**src/rtl/fft_pkg.sv**
```systemverilog
// rtl/fft_pkg.sv - shared types and helpers for the FFT frame buffer
//
// Purpose: default sizes, the sample type and the bit-reversal helper
//          used when frames are loaded in bit-reversed order.
// Ports:   none (package).
package fft_pkg;

  localparam int DEFAULT_BITS   = 16;
  localparam int DEFAULT_POINTS = 32;
  localparam int LOG2_POINTS    = $clog2(DEFAULT_POINTS);

  // One complex sample, {re, im}.
  typedef logic [2*DEFAULT_BITS-1:0] sample_t;

  // Reverses the nbits least-significant bits of idx; higher bits return 0.
  function automatic logic [31:0] bitrev(input logic [31:0] idx, input int nbits);
    logic [31:0] r;
    r = '0;
    for (int i = 0; i < 32; i++) begin
      if (i < nbits) begin
        r[5'(i)] = idx[5'(nbits - 1 - i)];
      end
    end
    return r;
  endfunction

endpackage

```
**src/rtl/fft_frame_bank.sv**
```systemverilog
// rtl/fft_frame_bank.sv - one POINTS-entry sample register bank
//
// Purpose: holds one frame of complex samples and presents it in parallel.
// Ports:   clk, reset (async, active-high) -- clock and reset
//          we, idx, wdata                  -- single-entry write port
//          data                            -- flat frame, entry i at [i*2*bits +: 2*bits]
module fft_frame_bank
  import fft_pkg::*;
#(
  parameter int bits   = DEFAULT_BITS,
  parameter int POINTS = DEFAULT_POINTS,
  localparam int LW    = $clog2(POINTS)
) (
  input  logic                     clk,
  input  logic                     reset,
  input  logic                     we,
  input  logic [LW-1:0]            idx,
  input  logic [2*bits-1:0]        wdata,
  output logic [POINTS*2*bits-1:0] data
);

  always_ff @(posedge clk or posedge reset) begin
    if (reset) begin
      data <= '0;
    end else if (we) begin
      data[idx*2*bits +: 2*bits] <= wdata;
    end
  end

endmodule

```
**src/rtl/fft_frame_buffer.sv**
```systemverilog
// rtl/fft_frame_buffer.sv - ping-pong serial-to-parallel frame buffer for the FFT
//
// Purpose: collects POINTS samples per frame (optionally bit-reversed) into one
//          of two banks and presents completed frames in parallel.
// Ports:   clk, reset (async, active-high)
//          in_valid/in_ready/in_data/in_last -- serial sample input
//          out_valid/out_ready/out_data      -- parallel frame output
//          frame_err                         -- one-cycle framing-violation pulse
module fft_frame_buffer
  import fft_pkg::*;
#(
  parameter int bits    = DEFAULT_BITS,
  parameter int POINTS  = DEFAULT_POINTS,
  parameter int BIT_REV = 1
) (
  input  logic                     clk,
  input  logic                     reset,
  input  logic                     in_valid,
  output logic                     in_ready,
  input  logic [2*bits-1:0]        in_data,
  input  logic                     in_last,
  output logic                     out_valid,
  input  logic                     out_ready,
  output logic [POINTS*2*bits-1:0] out_data,
  output logic                     frame_err
);

  localparam int LW = $clog2(POINTS);
  localparam logic [LW-1:0] LAST_IDX = LW'(POINTS - 1);

  logic [1:0]                     full;
  logic [1:0]                     full_next;
  logic                           wr_bank;
  logic                           rd_bank;
  logic [LW-1:0]                  wr_cnt;
  logic [LW-1:0]                  wr_idx;
  logic                           in_acc;
  logic                           out_acc;
  logic                           at_end;
  logic [POINTS*2*bits-1:0]       bank0_data;
  logic [POINTS*2*bits-1:0]       bank1_data;

  // Handshake outputs depend on registers only.
  assign in_ready  = !full[wr_bank];
  assign out_valid = full[rd_bank];
  assign out_data  = rd_bank ? bank1_data : bank0_data;

  assign in_acc  = in_valid && in_ready;
  assign out_acc = out_valid && out_ready;
  assign at_end  = (wr_cnt == LAST_IDX);

  always_comb begin
    wr_idx = wr_cnt;
    if (BIT_REV != 0) begin
      wr_idx = LW'(bitrev(32'(wr_cnt), LW));
    end
  end

  // A completing write targets a bank whose full flag is clear, while an output
  // accept targets a bank whose flag is set, so the two never collide.
  always_comb begin
    full_next = full;
    if (in_acc && at_end) begin
      full_next[wr_bank] = 1'b1;
    end
    if (out_acc) begin
      full_next[rd_bank] = 1'b0;
    end
  end

  always_ff @(posedge clk or posedge reset) begin
    if (reset) begin
      full      <= '0;
      wr_bank   <= 1'b0;
      rd_bank   <= 1'b0;
      wr_cnt    <= '0;
      frame_err <= 1'b0;
    end else begin
      full      <= full_next;
      frame_err <= 1'b0;
      if (out_acc) begin
        rd_bank <= ~rd_bank;
      end
      if (in_acc) begin
        if (at_end) begin
          wr_bank   <= ~wr_bank;
          wr_cnt    <= '0;
          frame_err <= !in_last;
        end else if (in_last) begin
          // Early last: drop the partial frame and restart in the same bank.
          wr_cnt    <= '0;
          frame_err <= 1'b1;
        end else begin
          wr_cnt <= wr_cnt + LW'(1);
        end
      end
    end
  end

  fft_frame_bank #(
    .bits   (bits),
    .POINTS (POINTS)
  ) u_bank0 (
    .clk   (clk),
    .reset (reset),
    .we    (in_acc && !wr_bank),
    .idx   (wr_idx),
    .wdata (in_data),
    .data  (bank0_data)
  );

  fft_frame_bank #(
    .bits   (bits),
    .POINTS (POINTS)
  ) u_bank1 (
    .clk   (clk),
    .reset (reset),
    .we    (in_acc && wr_bank),
    .idx   (wr_idx),
    .wdata (in_data),
    .data  (bank1_data)
  );

endmodule

```
**config.mk**
```make
export PLATFORM = sky130hd
export DESIGN_NAME = fft_frame_buffer
export DESIGN_NICKNAME = d
export VERILOG_FILES = /design/src/rtl/fft_pkg.sv /design/src/rtl/fft_frame_bank.sv /design/src/rtl/fft_frame_buffer.sv
export SDC_FILE = /design/constraint.sdc
export NUM_CORES = 2
export LEC_CHECK = 0
export CAP_MARGIN = 20
export CORE_ASPECT_RATIO = 2
export CORE_UTILIZATION = 40
export DETAILED_ROUTE_END_ITERATION = 12
export PLACE_DENSITY = 0.63
export SKIP_CTS_REPAIR_TIMING = 1
export SYNTH_ARGS = -nofsm -noshare
export SYNTH_HDL_FRONTEND = slang
export SYNTH_SLANG_ARGS = --single-unit
```
**constraint.sdc**
```tcl
create_clock -name clk -period 111.5 [get_ports clk]
set_clock_uncertainty 0.2 [all_clocks]
set_input_delay 11.15 -clock clk [delete_from_list [all_inputs] [get_ports clk]]
set_output_delay 11.15 -clock clk [all_outputs]
set_load 0.01 [all_outputs]
```
; ---- After elaboration in Yosys (flattened, before gate mapping)
; Cells that the tools add are included.
[totals]
input_bits = 37
register_bits = 2058
elab_cells = 50
[op_classes]
n_bitwise = 5
shift = 2
muxes = 18
n_eq_ne = 1
order_cmp = 4
reduce_logical = 11
addsub = 2
[ops]
columns = operator, count
row1 = $bwmux 1024, 2
row2 = $mux 1024, 1
row3 = $shift 32x34->1024 const A, 1
row4 = $shiftx 32x34->1024, 1
row5 = $neg 10->34, 1
row6 = $mux 5, 2
row7 = $mux 1, 9
row8 = $logic_and 1x1->1, 7
row9 = $add 5x1->5 const B, 1
row10 = $eq 5x5->1 const B, 1
row11 = $lt 1x2->1 const B, 2
row12 = $mux 2, 2
row13 = $logic_not 1->1, 3
row14 = $and 2x2->2, 1
row15 = $demux 1 s1, 2
row16 = $ge 1x1->1 const B, 2
row17 = $not 1->1, 2
row18 = $not 2->2, 1
row19 = $or 2x2->2, 1
row20 = $reduce_and 2->1, 1

; ---- Logic depth before layout (Yosys ltp)
[depth]
word_depth = 8
ltp_mapped = 12
mapped_depth_nobuf = 9

; ---- Hierarchy
; A second synthesis with hierarchy kept.
[unflattened]
cells_unflattened = 8578
area_unflattened_um2 = 98791.0
[by_module_without_submodules]
columns = module, area_each_um2, cells_per_inst, seq_area_each_um2, n_inst
row1 = fft_frame_bank (u_bank0), 43561.8, 3673, 25624.6, 1
row2 = fft_frame_bank (u_bank1), 42356.9, 3721, 25624.6, 1
row3 = fft_frame_buffer, 12872.3, 1184, 250.2, 1

; ---- Worst setup path before layout
; Ideal clock, no wire load.
[synth_path]
path_type = input to register
start = input in_valid
end = register u_bank1.data[576]
path_slack_ns = 98.331
path_stages = 7
setup_time_ns = 0.125
n_path_buf = 2
t_arrival_ns = 12.844
cell_sequence = and3b_1 -> nor4b_2 -> buf_2 -> nand2_1 -> nor2_1 -> buf_2 -> mux2_2
[synth_between]
elab_chain_cells = 2
[synth_lines]
columns = element, line
row1 = start: declaration, fft_frame_buffer.sv:18  ; input logic in_valid,
row2 = $logic_and 1x1->1, fft_frame_buffer.sv:48  ; assign in_acc = in_valid && in_ready;
row3 = $logic_and 1x1->1, fft_frame_buffer.sv:118  ; .we (in_acc && wr_bank),
row4 = end signal: indexed assignment, fft_frame_bank.sv:26  ; data[idx*2*bits +: 2*bits] <= wdata;
row5 = end: declaration, fft_frame_bank.sv:19  ; output logic [POINTS*2*bits-1:0] data
; Every way passes these cells.
; A chain may end at the register's enable or synchronous reset.

; ---- Final worst setup path
[layout_path]
start = register rd_bank
end = output out_data[361]
[layout_between]
elab_chain_cells = 1
[layout_lines]
columns = element, line
row1 = start: declaration, fft_frame_buffer.sv:34  ; logic rd_bank;
row2 = start signal: assignment, fft_frame_buffer.sv:82  ; rd_bank <= ~rd_bank;
row3 = $mux 1024, fft_frame_buffer.sv:46  ; assign out_data = rd_bank ? bank1_data : bank0_data;
row4 = end: declaration, fft_frame_buffer.sv:24  ; output logic [POINTS*2*bits-1:0] out_data,
; Every way passes these cells.

==> results.toml <==
[routing]
drt_first_pass_iters = 5
wl_mm = 330.1
drt-vias-per-instance = 5.477
wl_met1_mm = 128.4
avgRoutedWirePerCell_um = 30.04
route.detailed.drc = 0
wl_met2_mm = 155.6
highest_layer = "met5"
num_vias = 60188
drtAntennaViolNets = 0
drt-initial-drc-count = 3636
dr_wl_met3_mm = 26.91

[synthesis]
ys.flop_type = "dfrtp_1"
yosys.area_share.adder_pct = 0.06870
synth_simple_gate_area_share_pct = 5.779
synth_commonest_cells = "2360 x mux2_2, 2058 x dfrtp_1, 645 x nand2_1"
synthArstFlopShare_pct = 100.0
ys_warn_count = 0
synthTopCellsByArea = "dfrtp_1 57%, mux2_2 29%, nand2_1 2.7%"
synth_top_family_by_area = "multiplexers"
yosysUniqueCellTypes = 41
yosysMostFrequentCell = "mux2_2"
synth.area.mux_share_pct = 31.74
syn_nets = 6969
synth_edf_count = 0
netlist_area_um2 = 91070
synth.avg_cell_area_um2 = 13.15
synth.top_cell.area_share_pct = 56.55
ys_seq_area_share_pct = 56.55
synth_cells = 6927
synth_seq_cells = 2058
synth_xor_area_share_pct = 0.04809
synth_compound_area_share_pct = 3.385
yosysTopAreaCell = "dfrtp_1"

[critical_path]
slowest_stage = "buf_4"
setup.worst_path.end_class = "primary output"
required_ns = 100.15
critPathBufInv = 6
cpMostUsedCell = "buf_4"
crit_type = "reg -> out"
cp_slowest_stage_delay_ns = 0.91
worstPathCellList = "buf_4 > buf_4 > buf_16 > buf_4 > buf_16 > mux2_2 > clkdlybuf4s50_1"
path_depth = 7
cp.arrival_ns = 5.14
cpLargestDelayFamily = "buffers and inverters"
startpoint_type = "flop"
crit_fanout = 86
reg2regPathDepth = 11

[layout]
fill_cells = 19910
multi_input_area_um2 = 37900
final-seq-area_um2 = 51500
areaGrowthSynthToFinish_pct = 22.73
nNetsFinal = 7882
layout.cells.non_filler = 10989
drive_above_1_share_pct = 36.78

[power]
p_int_mw = 1.168
irDropWorstVdd_mv = 0.01375
sw_frac_of_total_pct = 25.84
switchingPower_mw = 0.4071
power.leakage_nw = 52.71
power_density_nw_per_um2 = 14.10
pwr-share-clk_pct = 43.1
power_frac_seq_pct = 48.2
p_comb_share_pct = 8.7

[timing]
fin_tns_setup_ns = 0
period_minus_slack_ns = 16.49
rsz0062_at_grt = "false"
hold_viol = 0
tightestPinTransition_ns = 1.265
finalSetupViolCount = 0
max_freq_mhz = 60.64
drv_slew = 0
timing.final.crit_share_pct = 14.79
maxSlewHeadroom_pct = 15.63

[clock_tree]
cts_tree = "yes"
clockRootBuffer = "clkbuf_16"
cts-buffers-inserted = 196
insertion_delay_ns = 0.87
cts_sinks = 2058
path_clk_slew_ns = 0.06
cts_htree_levels = 4
max-clock-path-buffers = 4

[placed_design]
placed_cells = 10618
portBuffers = 1063
place_congestion = 0.8550
place_hpwl_mm = 217.1

[floorplanning]
die_h_um = 676.8
initial_core_util_pct = 40.26
io_pins = 1064
die_width_um = 339.4
rows = 247
die-area_um2 = 229700
core_um2 = 226200

[flow_run]
cap_violations = 0

[min_path]
hp-class = "reg -> reg"
min_delay_path_depth = 2

[global_routing]
grt-ovfl-total = 0
first_global_vias = 63425
grt_pass1_wl_mm = 471.2
grt_usage_pct = 28.40
grt_max_degree = 193
antenna_found_initial = 27

[run_status]
status = "completed"
## power groups by stage
stage	clock network, mW	registers [mW]	logic, mW
3_5_place_dp	0	0.774	0.138
5_1_grt	0.719	0.761	0.145
3_3_place_gp	0	0.773	0.136
6_report	0.679	0.760	0.137
2_1_floorplan	0	0.776	0.0576
4_1_cts	0.694	0.760	0.139
## worst min-delay path: stages (launching register included)
cell and delay, ns:
dfrtp_1 0.34, nand2_1 0.05, o31ai_1 0.05
## cell type report
type | instances | share of cell area, %
flip-flops and latches | 2058 | 46.08
inverters | 30 | 0.1075
multi-input cells | 4330 | 33.91
diodes | 7 | 0.01567
well taps | 2988 | 3.345
clock buffers | 288 | 5.148
repair buffers | 1224 | 10.81
clock inverters | 64 | 0.5833
## stage by stage
step	area [um^2]	hold WS [ns]	power, mW	utilization [%]	setup WS (ns)
3_3_place_gp	105000	0.2533	0.9099	46.43	94.11
3_5_place_dp	105000	0.2599	0.9120	46.43	93.78
5_1_grt	111800	0.2842	1.625	49.40	94.23
2_1_floorplan	91070	0.2429	0.8333	-	42.02
4_1_cts	111400	0.2769	1.593	49.26	94.38
6_report	111800	0.2726	1.575	49.40	95.01
## registers in the layout (all words and copies together), names as in the netlist
signal,count
frame_err,1
wr_cnt,5
u_bank1.data,1024
wr_bank,1
full,2
u_bank0.data,1024
rd_bank,1
## path summary, 6_finish.rpt
path	to	slack, ns	startpoint
setup / recovery	out_data[361]	95.01	rd_bank$_DFFE_PP0P_
hold / removal	u_bank0.data[493]$_DFFE_PP0P_	0.27	u_bank0.data[493]$_DFFE_PP0P_
setup reg to reg	u_bank0.data[619]$_DFFE_PP0P_	105.63	wr_cnt[4]$_DFFE_PP0P_
hold reg to reg	u_bank0.data[493]$_DFFE_PP0P_	0.27	u_bank0.data[493]$_DFFE_PP0P_
max in group asynchronous	u_bank0.data[85]$_DFFE_PP0P_	95.08	reset
min in group asynchronous	u_bank1.data[1017]$_DFFE_PP0P_	10.62	reset
## routing by layer
metal / global-route usage [%] / vias up
met4: 14.77 / 12
met1: 34.22 / 31399
met3: 8.308 / 562
met5: 0 / -
li1: - / 26283
met2: 45.86 / 1932
## logic make-up after synthesis
| family | after synthesis |
|---|---|
| muxes | 2566 |
| buffers and inverters | 539 |
| DFF | 2058 |
| xor gates and xnor gates | 5 |
| and+or+nand+nor | 1225 |
| adders and majority gates | 5 |
| AOI/OAI and AO/OA | 529 |
## placed cells by master (no fill, tap or decap), types with 142 or more instances in the layout
cell	n
o21ai_0	351
mux2_1	203
nand2_1	617
nor2_1	200
clkdlybuf4s50_1	1051
mux2_2	2360
nor3_1	165
o31ai_1	165
clkbuf_16	198
dfrtp_1	2057
buf_4	142
Power figures use the tool's default switching activity.
